==> config.mk <==
export PLATFORM = sky130hd
export DESIGN_NAME = wb_master_arb
export DESIGN_NICKNAME = d
export VERILOG_FILES = /design/src/rtl/wb_master_arb.sv
export SDC_FILE = /design/constraint.sdc
export NUM_CORES = 1
export LEC_CHECK = 0
export CELL_PAD_IN_SITES_DETAIL_PLACEMENT = 0
export CELL_PAD_IN_SITES_GLOBAL_PLACEMENT = 1
export CORE_AREA = 5 5 124 126
export DETAILED_ROUTE_END_ITERATION = 10
export DIE_AREA = 0 0 129 131
export DONT_BUFFER_PORTS = 1
export PLACE_DENSITY_LB_ADDON = 0.1
export SYNTH_ARGS = -nofsm -noshare
export SYNTH_HDL_FRONTEND = slang
export SYNTH_SLANG_ARGS = --single-unit
==> constraint.sdc <==
create_clock -name clk -period 1.8 [get_ports clk]
set_clock_uncertainty 0.1 [all_clocks]
set_input_delay 0.18 -clock clk [delete_from_list [all_inputs] [get_ports clk]]
set_output_delay 0.18 -clock clk [all_outputs]
set_load 0.01 [all_outputs]
==> src/rtl/wb_master_arb.sv <==
// wb_master_arb: two-master Wishbone-style arbiter with fair alternation and a bus watchdog
module wb_master_arb #(
  parameter int TIMEOUT = 64
) (
  input  logic        clk,
  input  logic        rst,
  input  logic        m0_cyc,
  input  logic        m0_we,
  input  logic [3:0]  m0_strb,
  input  logic [31:0] m0_addr,
  input  logic [31:0] m0_data_i,
  output logic        m0_ack,
  output logic        m0_err,
  output logic [31:0] m0_data_o,
  input  logic        m1_cyc,
  input  logic        m1_we,
  input  logic [3:0]  m1_strb,
  input  logic [31:0] m1_addr,
  input  logic [31:0] m1_data_i,
  output logic        m1_ack,
  output logic        m1_err,
  output logic [31:0] m1_data_o,
  output logic        s_cyc,
  output logic        s_we,
  output logic [3:0]  s_strb,
  output logic [31:0] s_addr,
  output logic [31:0] s_data_o,
  input  logic        s_ack,
  input  logic [31:0] s_data_i,
  output logic [1:0]  grant,
  output logic [7:0]  tmo_cnt
);
  typedef enum logic [1:0] {IDLE, OWN0, OWN1, ABORT} state_t;
  state_t state;
  logic last_owner, owner, own0, own1, own, own_cyc;
  logic [7:0] wd;
  assign own0 = state == OWN0;
  assign own1 = state == OWN1;
  assign own = own0 | own1;
  assign own_cyc = owner ? m1_cyc : m0_cyc;
  assign grant = {own1, own0};
  assign s_cyc = own & (own1 ? m1_cyc : m0_cyc);
  assign s_we = own & (own1 ? m1_we : m0_we);
  assign s_strb = own ? (own1 ? m1_strb : m0_strb) : '0;
  assign s_addr = own ? (own1 ? m1_addr : m0_addr) : '0;
  assign s_data_o = own ? (own1 ? m1_data_i : m0_data_i) : '0;
  assign m0_ack = own0 & s_ack;
  assign m1_ack = own1 & s_ack;
  assign m0_err = (state == ABORT) & ~owner;
  assign m1_err = (state == ABORT) & owner;
  assign m0_data_o = own0 ? s_data_i : '0;
  assign m1_data_o = own1 ? s_data_i : '0;
  // grant one whole transfer at a time; ties go to the master that did not own last
  always_ff @(posedge clk) begin
    if (rst) begin
      state <= IDLE;
      last_owner <= 1'b1;
      owner <= 1'b0;
      wd <= '0;
      tmo_cnt <= '0;
    end else begin
      case (state)
        IDLE: begin
          wd <= '0;
          if (m0_cyc && (!m1_cyc || last_owner)) begin
            state <= OWN0;
            owner <= 1'b0;
          end else if (m1_cyc) begin
            state <= OWN1;
            owner <= 1'b1;
          end
        end
        OWN0, OWN1: begin
          wd <= wd + 8'd1;
          if (s_ack) begin
            last_owner <= owner;
            state <= IDLE;
          end else if (!own_cyc) state <= IDLE;
          else if (wd == 8'(TIMEOUT - 1)) state <= ABORT;
        end
        ABORT: begin
          last_owner <= owner;
          if (tmo_cnt != 8'hff) tmo_cnt <= tmo_cnt + 8'd1;
          state <= IDLE;
        end
      endcase
    end
  end
endmodule

# Word-level counts from Yosys, hierarchy flattened
# Index checks and enable logic that the tools add are counted.
dict set report totals {
  word_cells 57
  regBits 20
  input_bits 175
  out_inout_bits 148
}
dict set report classes {
  mux 22
  eq_ne 8
  reduce_logical 12
  add_sub_neg 2
  n_bitwise 8
}
# op n
set op_table {}
lappend op_table {{32-bit 2-to-1 mux} 6}
lappend op_table {{8-bit by 1-bit adder with 8-bit output (second input constant)} 2}
lappend op_table {{8-bit one-hot mux with 2 select lines} 1}
lappend op_table {{2-bit 2-to-1 mux} 5}
lappend op_table {{8-bit by 6-bit equality test with 1-bit output (second input constant)} 1}
lappend op_table {{4-bit 2-to-1 mux} 2}
lappend op_table {{8-bit inequality test (second input constant)} 1}
lappend op_table {{2-bit AND reduction} 4}
lappend op_table {{1-bit AND} 6}
lappend op_table {{1-bit 2-to-1 mux} 6}
lappend op_table {{2-bit one-hot mux with 3 select lines} 1}
lappend op_table {{2-bit nonzero test} 3}
lappend op_table {{2-bit equality test (second input constant)} 2}
lappend op_table {{4-bit inequality test (second input constant)} 1}
lappend op_table {{3-bit inequality test (second input constant)} 1}
lappend op_table {{2-bit by 1-bit equality test with 1-bit output (second input constant)} 1}
lappend op_table {{2-bit logical NOT} 1}
lappend op_table {{2-bit inequality test (second input constant)} 1}
lappend op_table {{1-bit one-hot mux with 2 select lines} 1}
lappend op_table {{2-bit OR reduction} 1}
lappend op_table {{1-bit logical AND} 1}
lappend op_table {{1-bit logical NOT} 1}
lappend op_table {{1-bit logical OR} 1}
lappend op_table {{1-bit NOT} 1}
lappend op_table {{1-bit bitwise OR} 1}

# Depth between registers and ports, before layout
# Gate-level depths: netlist of the first run.
dict set report logic_depth {
  depth_word 5
  mapped_depth 7
  depth_no_buf 5
}

# Worst setup path after synthesis of the first run
# No wires, ideal clock.
dict set report synth_path {
  kind {flip-flop to output port}
  from {reg state[0]}
  to {out s_addr[18]}
  arrival_ns 1.431
  t_required_ns 1.520
  setup_slack_ns 0.089
  stages_incl_launch_ff 8
  n_path_buf 3
  path_cell_list {dfxtp_1 inv_1 ha_1 clkbuf_1 buf_4 buf_4 mux2i_1 nor2b_1}
}
dict set report synth_via {
  elab_chain_len 3
  elab_cells_between_ends 5
  cone_classes {2 x eq/ne; 2 x mux; 1 x bitwise}
}
# element line_no
set synth_lines {}
lappend synth_lines {{from (decl)} 34} ;# state_t state;
lappend synth_lines {{from (signal assigned)} 56} ;# state <= IDLE;
lappend synth_lines {{from (signal assigned)} 66} ;# state <= OWN0;
lappend synth_lines {{from (signal assigned)} 69} ;# state <= OWN1;
lappend synth_lines {{2-bit equality test (*)} 38} ;# assign own1 = state == OWN1;
lappend synth_lines {{named net own1} 35} ;# logic last_owner, owner, own0, own1, own, own_cyc;
lappend synth_lines {{32-bit 2-to-1 mux / 1-bit bitwise OR (equally long branches)} {45, 39}}
lappend synth_lines {{32-bit 2-to-1 mux (*)} 45} ;# assign s_addr = own ? (own1 ? m1_addr : m0_addr) : '0;
lappend synth_lines {{to (decl)} 26} ;# output logic [31:0] s_addr,
# The timed path passes the listed nets; every way through them passes the cells marked *.

# Worst setup path in the final report of the first run
dict set report layout_path {
  from {reg state[0]}
  to {out s_data_o[4]}
}
dict set report layout_via {
  elab_chain_len 3
  elab_cells_between_ends 5
  cone_classes {2 x eq/ne; 2 x mux; 1 x bitwise}
}
# element line_no
set layout_lines {}
lappend layout_lines {{2-bit equality test / 2-bit by 1-bit equality test with 1-bit output (equally long branches)} {38, 37}}
lappend layout_lines {{32-bit 2-to-1 mux / 1-bit bitwise OR (equally long branches)} {46, 39}}
lappend layout_lines {{32-bit 2-to-1 mux (*)} 46} ;# assign s_data_o = own ? (own1 ? m1_data_i : m0_data_i) : '0;
lappend layout_lines {{to (decl)} 27} ;# output logic [31:0] s_data_o,
# Mark *: on every way between the ends. The rest lies on a longest branch, timed or not.

==> flow_metrics.tcl, run 1 <==
set metrics [dict create \
    antennaDiodeCount 0 \
    place_ws_ns -0.0982 \
    synthMostInstantiatedCell "mux2i_1" \
    place_congestion 0.707 \
    port_buffers 0 \
    start_util_pct 19.6 \
    fin_crit_ns 1.91 \
    final_cells 583 \
    r2r_setup_slack_ns 0.06 \
    r2r-start "state[1]" \
    cp.required_ns 1.52 \
    maxSlewViolCount 0 \
    hp-start "m0_cyc" \
    grt-ovfl-total 0 \
    drc 0 \
    synth_nets 529 \
    nNetsFinal 583 \
    async_reset_ff_share_pct 0 \
    relSlewSlack_pct 76.0 \
    hold_viol_final 0 \
    cts_tree "yes" \
    die_y_um 131 \
    hold_ws_ns 0.0203 \
    yosysTopAreaCell "mux2i_1" \
    io_pins 323 \
    hp-class "primary input to flip-flop" \
    root_buffer "clkbuf_16" \
    rsz0062_at_grt "yes" \
    place_inst 556 \
    r2r_cells 6 \
    first_global_vias 2650 \
    status "finished, violations left" \
    grt_usage_pct 13.6 \
    crit_path_cell_trace "inv_4 > ha_4 > buf_16 > buf_12 > mux2i_4 > nor2b_1 > buf_4" \
    synthDominantCellAreaShare_pct 27.0 \
    rows 44 \
    slowest_delay_ns 0.33 \
    cp_top_family "buffers and inverters" \
    ys_top_cells_by_count "75 x mux2i_1, 74 x nor2b_1, 66 x and2_1, 20 x dfxtp_1, 14 x clkbuf_1" \
    synth.top_cells.by_area "mux2i_1 27%, nor2b_1 17%, and2_1 15%" \
    crit_fanout 8 \
    cts_buffers 3 \
    netlist_instances 347 \
    synth_seq_cells 20 \
    final_area_um2 4400 \
    cts_htree_levels 1 \
    violations "setup timing" \
    first_pass_iters 4 \
    grt_pass1_wl_um 17200 \
    num_vias 2765 \
    synth-edff-count 0 \
    timing.rr.end "state[0]" \
    drive_gt1_share_pct 46.9 \
    clk-insertion-delay-late_ns 0.25 \
    avgSynthCellArea_um2 8.00 \
    path_clk_slew_ns 0.06 \
    critical_path_buf_inv_count 4 \
    clock_path_buffers 2 \
    fillers 1473 \
    period_share_pct 106 \
    finalSetupViolations 51 \
    grt_start_max_net_pins 32 \
    placed_area_um2 3320 \
    antenna_found_initial 3 \
    ys.flop_type "dfxtp_1" \
    syn2layout_area_growth_pct 58.6 \
    drt_wl_total_um 13900 \
    power_w 0.00407 \
    synth_cell_types 44 \
    p_leak_nw 1.62 \
    start_kind "flip-flop" \
    drt-initial-drc-count 103 \
    coreArea_um2 14200 \
    endpoint_kind "output pin" \
    yosysSeqAreaShare_pct 14.4 \
    die_x_um 129 \
    worstPathArrival_ns 1.63 \
    yosys_warnings 0 \
    worst_slew_pin_slew_ns 0.350 \
    hold_path_depth 3 \
    slowest_stage "dfxtp_2" \
    holdPathEnd "owner" \
    setup_ws_ns -0.115 \
    ir_drop_v 0.000342 \
    routed_via_density 4.74 \
    dieArea_um2 16900 \
    powerDensity_nw_per_um2 925 \
    postRouteAntennaNets 0 \
    numClockSinks 20 \
    maxCapViolCount 0 \
    fmax_ghz 0.522 \
    wl_per_cell_um 23.9 \
    dp_hpwl_um 10900 \
    critPathKind "flip-flop to output pin" \
    syn-cell-area_um2 2780 \
]
[tightest hold or removal path: cells and delay by family]
family	cells	cell delay (ns)
simple gates	2	0.11
compound gates	1	0.04
[worst max-delay path by stage]
| stage | startpoint | to | cells past startpoint |
|---|---|---|---|
| 2_1_floorplan | state[0] | s_addr[18] | 7 |
| 3_3_place_gp | state[0] | s_data_o[9] | 6 |
| 3_5_place_dp | state[0] | s_data_o[9] | 6 |
| 4_1_cts | state[0] | s_data_o[6] | 8 |
| 5_1_grt | state[0] | s_addr[22] | 7 |
| 6_report | state[0] | s_data_o[4] | 7 |
[metrics by stage]
| step | util [%] | TNS, ns |
|---|---|---|
| finish | 31.0 | -3.22 |
| global route | 31.0 | -7.14 |
| CTS | 28.6 | -4.79 |
| detailed placement | 23.4 | -0.287 |
| global placement | 23.4 | -0.228 |
| floorplan | - | 0 |
[flip-flops by register name (all words and copies together), names as in the netlist]
| signal | cells |
|---|---|
| tmo_cnt | 8 |
| wd | 8 |
| state | 2 |
| last_owner | 1 |
| owner | 1 |
[metal layers]
| metal | global-route usage [%] | wire [um] | up-vias |
|---|---|---|---|
| li1 | - | - | 1286 |
| met1 | 18.4 | 5650 | 1316 |
| met2 | 23.8 | 7210 | 155 |
| met3 | 2.32 | 968 | 8 |
| met5 | 0 | 0 | - |
| met4 | 0.741 | 94 | 0 |
[final cells by class]
class                      count  area (um2)  share of cell area [%]
timing repair buffer          75         916                    20.8
sequential                    20         405                    9.20
multi-input combinational    294        2750                    62.4
clock buffer                   3        75.1                    1.70
inverter                       7        28.8                   0.653
tap                          184         230                    5.23
[timing repair]
action                                  in CTS  in global routing
endpoints found under the setup margin      90                 79
setup buffers                               13                  2
endpoints found under the hold margin        6                  0
cloned                                       4                  5
resized for setup                           94                 67
pin swaps                                    2                  1
hold buffers                                 2                  0
[cell usage in the layout (no fill, tap or decap), drive strengths merged, types with 3 or more instances in the layout]
cell type | Yosys | final
mux2i | 75 | 75
nor2b | 74 | 74
buf | 12 | 69
and2 | 67 | 67
dfxtp | 20 | 20
nor2 | 9 | 9
nand2 | 8 | 8
a21oi | 7 | 7
clkbuf | 14 | 7
o21ai | 7 | 7
inv | 7 | 7
ha | 7 | 7
a211oi | 5 | 5
nand3 | 3 | 3
xor2 | 3 | 3
[kinds of logic after synthesis]
kind of cell / Yosys count / synth area share [%]
simple gates: 177 / 40.1
buf+inv: 33 / 5.86
xor+xnor: 4 / 1.26
fa+ha+maj: 7 / 3.15
flops: 20 / 14.4
compound gates: 29 / 7.34
mux: 77 / 27.8
[where the power goes]
part           internal, W  switching [W]  total (W)  leakage (nW)
Sequential        0.000473      0.0000271   0.000500         0.163
Clock             0.000293       0.000169   0.000463        0.0370
Combinational      0.00165        0.00146    0.00311          1.42
Total              0.00241        0.00166    0.00407          1.62
Note: power is estimated with default switching activity, not from simulation.
==> inputs of run 2 (changes only) <==
- CORE_AREA: 5 5 124 126 -> 5 5 122 170
- DIE_AREA: 0 0 129 131 -> 0 0 127 175
- DONT_BUFFER_PORTS: 1 -> not set
- clock period: 1.8 -> 1.7 ns (I/O delays scaled with it)
==> flow_metrics.tcl, run 2 (synthesis results as in run 1) <==
set metrics [dict create \
    status "finished, violations left" \
    violations "setup timing" \
    io_pins 323 \
    setup_ws_ns -0.271 \
    start_kind "flip-flop" \
    worst_slew_pin_slew_ns 0.447 \
    postRouteAntennaNets 0 \
    first_global_vias 4129 \
    wl_met1_um 7240 \
    drt-initial-drc-count 65 \
    critical_path_buf_inv_count 5 \
    dr.max_layer_used "met5" \
    fillers 1945 \
    layout_commonest_cell "clkdlybuf4s50_1" \
    ir_drop_v 0.000270 \
    period_share_pct 116 \
    layout_common_cells "182 x clkdlybuf4s50_1, 72 x buf_6, 69 x buf_2, 63 x nor2b_1, 60 x mux2i_1" \
    drive_gt1_share_pct 44.0 \
    hold_viol_final 0 \
    powerDensity_nw_per_um2 808 \
    place_congestion 0.851 \
    dieArea_um2 22200 \
    worstPathArrival_ns 1.70 \
    clock_path_buffers 2 \
    grt_usage_pct 17.0 \
    clk-insertion-delay-late_ns 0.26 \
    routed_via_density 4.16 \
    top_regs "tmo_cnt: 8 flops, wd: 8 flops, state: 2 flops" \
    wl_per_cell_um 21.7 \
    cts_tree "yes" \
    grt-ovfl-total 0 \
    maxCapViolCount 0 \
    power_w 0.00613 \
    p_leak_nw 3.21 \
    nNetsFinal 905 \
    fin_crit_ns 1.97 \
    crit_path_cell_trace "buf_6 > ha_4 > buf_12 > buf_12 > buf_4 > mux2i_4 > nor2b_1 > buf_2" \
    critPathKind "flip-flop to output pin" \
    endpoint_kind "output pin" \
    wl_met2_um 11700 \
    start_util_pct 14.6 \
    hp-class "flip-flop to flip-flop" \
    num_vias 4063 \
    grt_pass1_wl_um 28600 \
    cp.required_ns 1.43 \
    drt_wl_total_um 21100 \
    first_pass_iters 4 \
    antenna_found_initial 9 \
    port_buffers 322 \
    rows 60 \
    relSlewSlack_pct 69.3 \
    crit_fanout 6 \
    die_y_um 175 \
    wl_met3_um 1700 \
    syn2layout_area_growth_pct 173 \
    cp_top_family "buffers and inverters" \
    coreArea_um2 19100 \
    rsz0062_at_grt "yes" \
    die_x_um 127 \
    slowest_stage "dfxtp_2" \
    numClockSinks 20 \
    drc 0 \
    fmax_ghz 0.507 \
    root_buffer "clkbuf_16" \
    cts_htree_levels 1 \
    grt_start_max_net_pins 24 \
    critPathMostFrequentCell "buf_12" \
    maxSlewViolCount 0 \
    path_clk_slew_ns 0.06 \
    hold_ws_ns 0.413 \
    dp_hpwl_um 15900 \
    cts_buffers 3 \
    slowest_delay_ns 0.33 \
    finalSetupViolations 146 \
]
==> run 2: changes by cell type in the layout (fill, tap and decap cells not counted), moves of 12 or more <==
cell             delta
clkdlybuf4s50_1   +182
buf_12             +13
buf_2              +69
nor2b_2            -39
buf_4              -12
buf_6              +64
mux2i_1            +18
and2_4             +43
nor2b_1            +39
mux2i_4            -14
and2_1             -43
==> run 2: worst reg2reg max path: stages, from the launching register on <==
cell	delay (ns)
dfxtp_2	0.34
buf_4	0.12
inv_4	0.04
ha_4	0.31
buf_12	0.15
buf_12	0.13
nand2b_4	0.07
a311o_1	0.32
a211oi_2	0.20
==> run 2: what timing repair did <==
item                                    CTS  global route
resized for setup                       612           170
hold buffers                              0             0
gates cloned                             11            10
setup buffers                            24            12
pin swaps                                 5             5
endpoints found under the setup margin  156           145
==> run 2: metrics by stage <==
| step | util [%] | std cells | worst slack, ns | setup TNS, ns | area, um2 |
|---|---|---|---|---|---|
| 2_1_floorplan | - | 347 | 0.0506 | 0 | 2780 |
| 3_3_place_gp | 34.1 | 918 | -0.371 | -31.18 | 6490 |
| 3_5_place_dp | 34.1 | 918 | -0.383 | -36.07 | 6490 |
| 4_1_cts | 36.7 | 955 | -0.298 | -25.89 | 6990 |
| 5_1_grt | 39.8 | 976 | -0.344 | -30.29 | 7590 |
| 6_report | 39.8 | 976 | -0.271 | -21.05 | 7590 |
==> run 2: area by class of cell <==
cell class	count	area (um2)	share of cell area, %
tap	248	310	4.09
multi-input combinational	294	2630	34.6
inverter	7	28.8	0.379
sequential	20	403	5.31
timing repair buffer	397	4100	54.0
antenna	6	15.0	0.198
clock inverter	1	30.0	0.396
clock buffer	3	75.1	0.989
==> run 2: path summary, 6_finish.rpt <==
kind | startpoint | end | slack [ns] | cells past startpoint
worst max-delay path | state[1] | s_we | -0.27 | 8
worst min-delay path | wd[5] | wd[5] | 0.41 | 2
worst max register to register | state[1] | state[0] | -0.16 | 8
worst min register to register | wd[5] | wd[5] | 0.41 | 2
==> run 2: layer usage <==
layer	up-vias	global-route usage, %
met5	-	0
met4	6	5.23
met3	30	5.47
met2	166	33.4
met1	1921	16.5
li1	1940	-
==> run 2: where the power goes <==
part	total, W	switching (W)	internal [W]
Combinational	0.00494	0.00199	0.00294
Sequential	0.000527	0.0000272	0.000500
Clock	0.000666	0.000198	0.000468
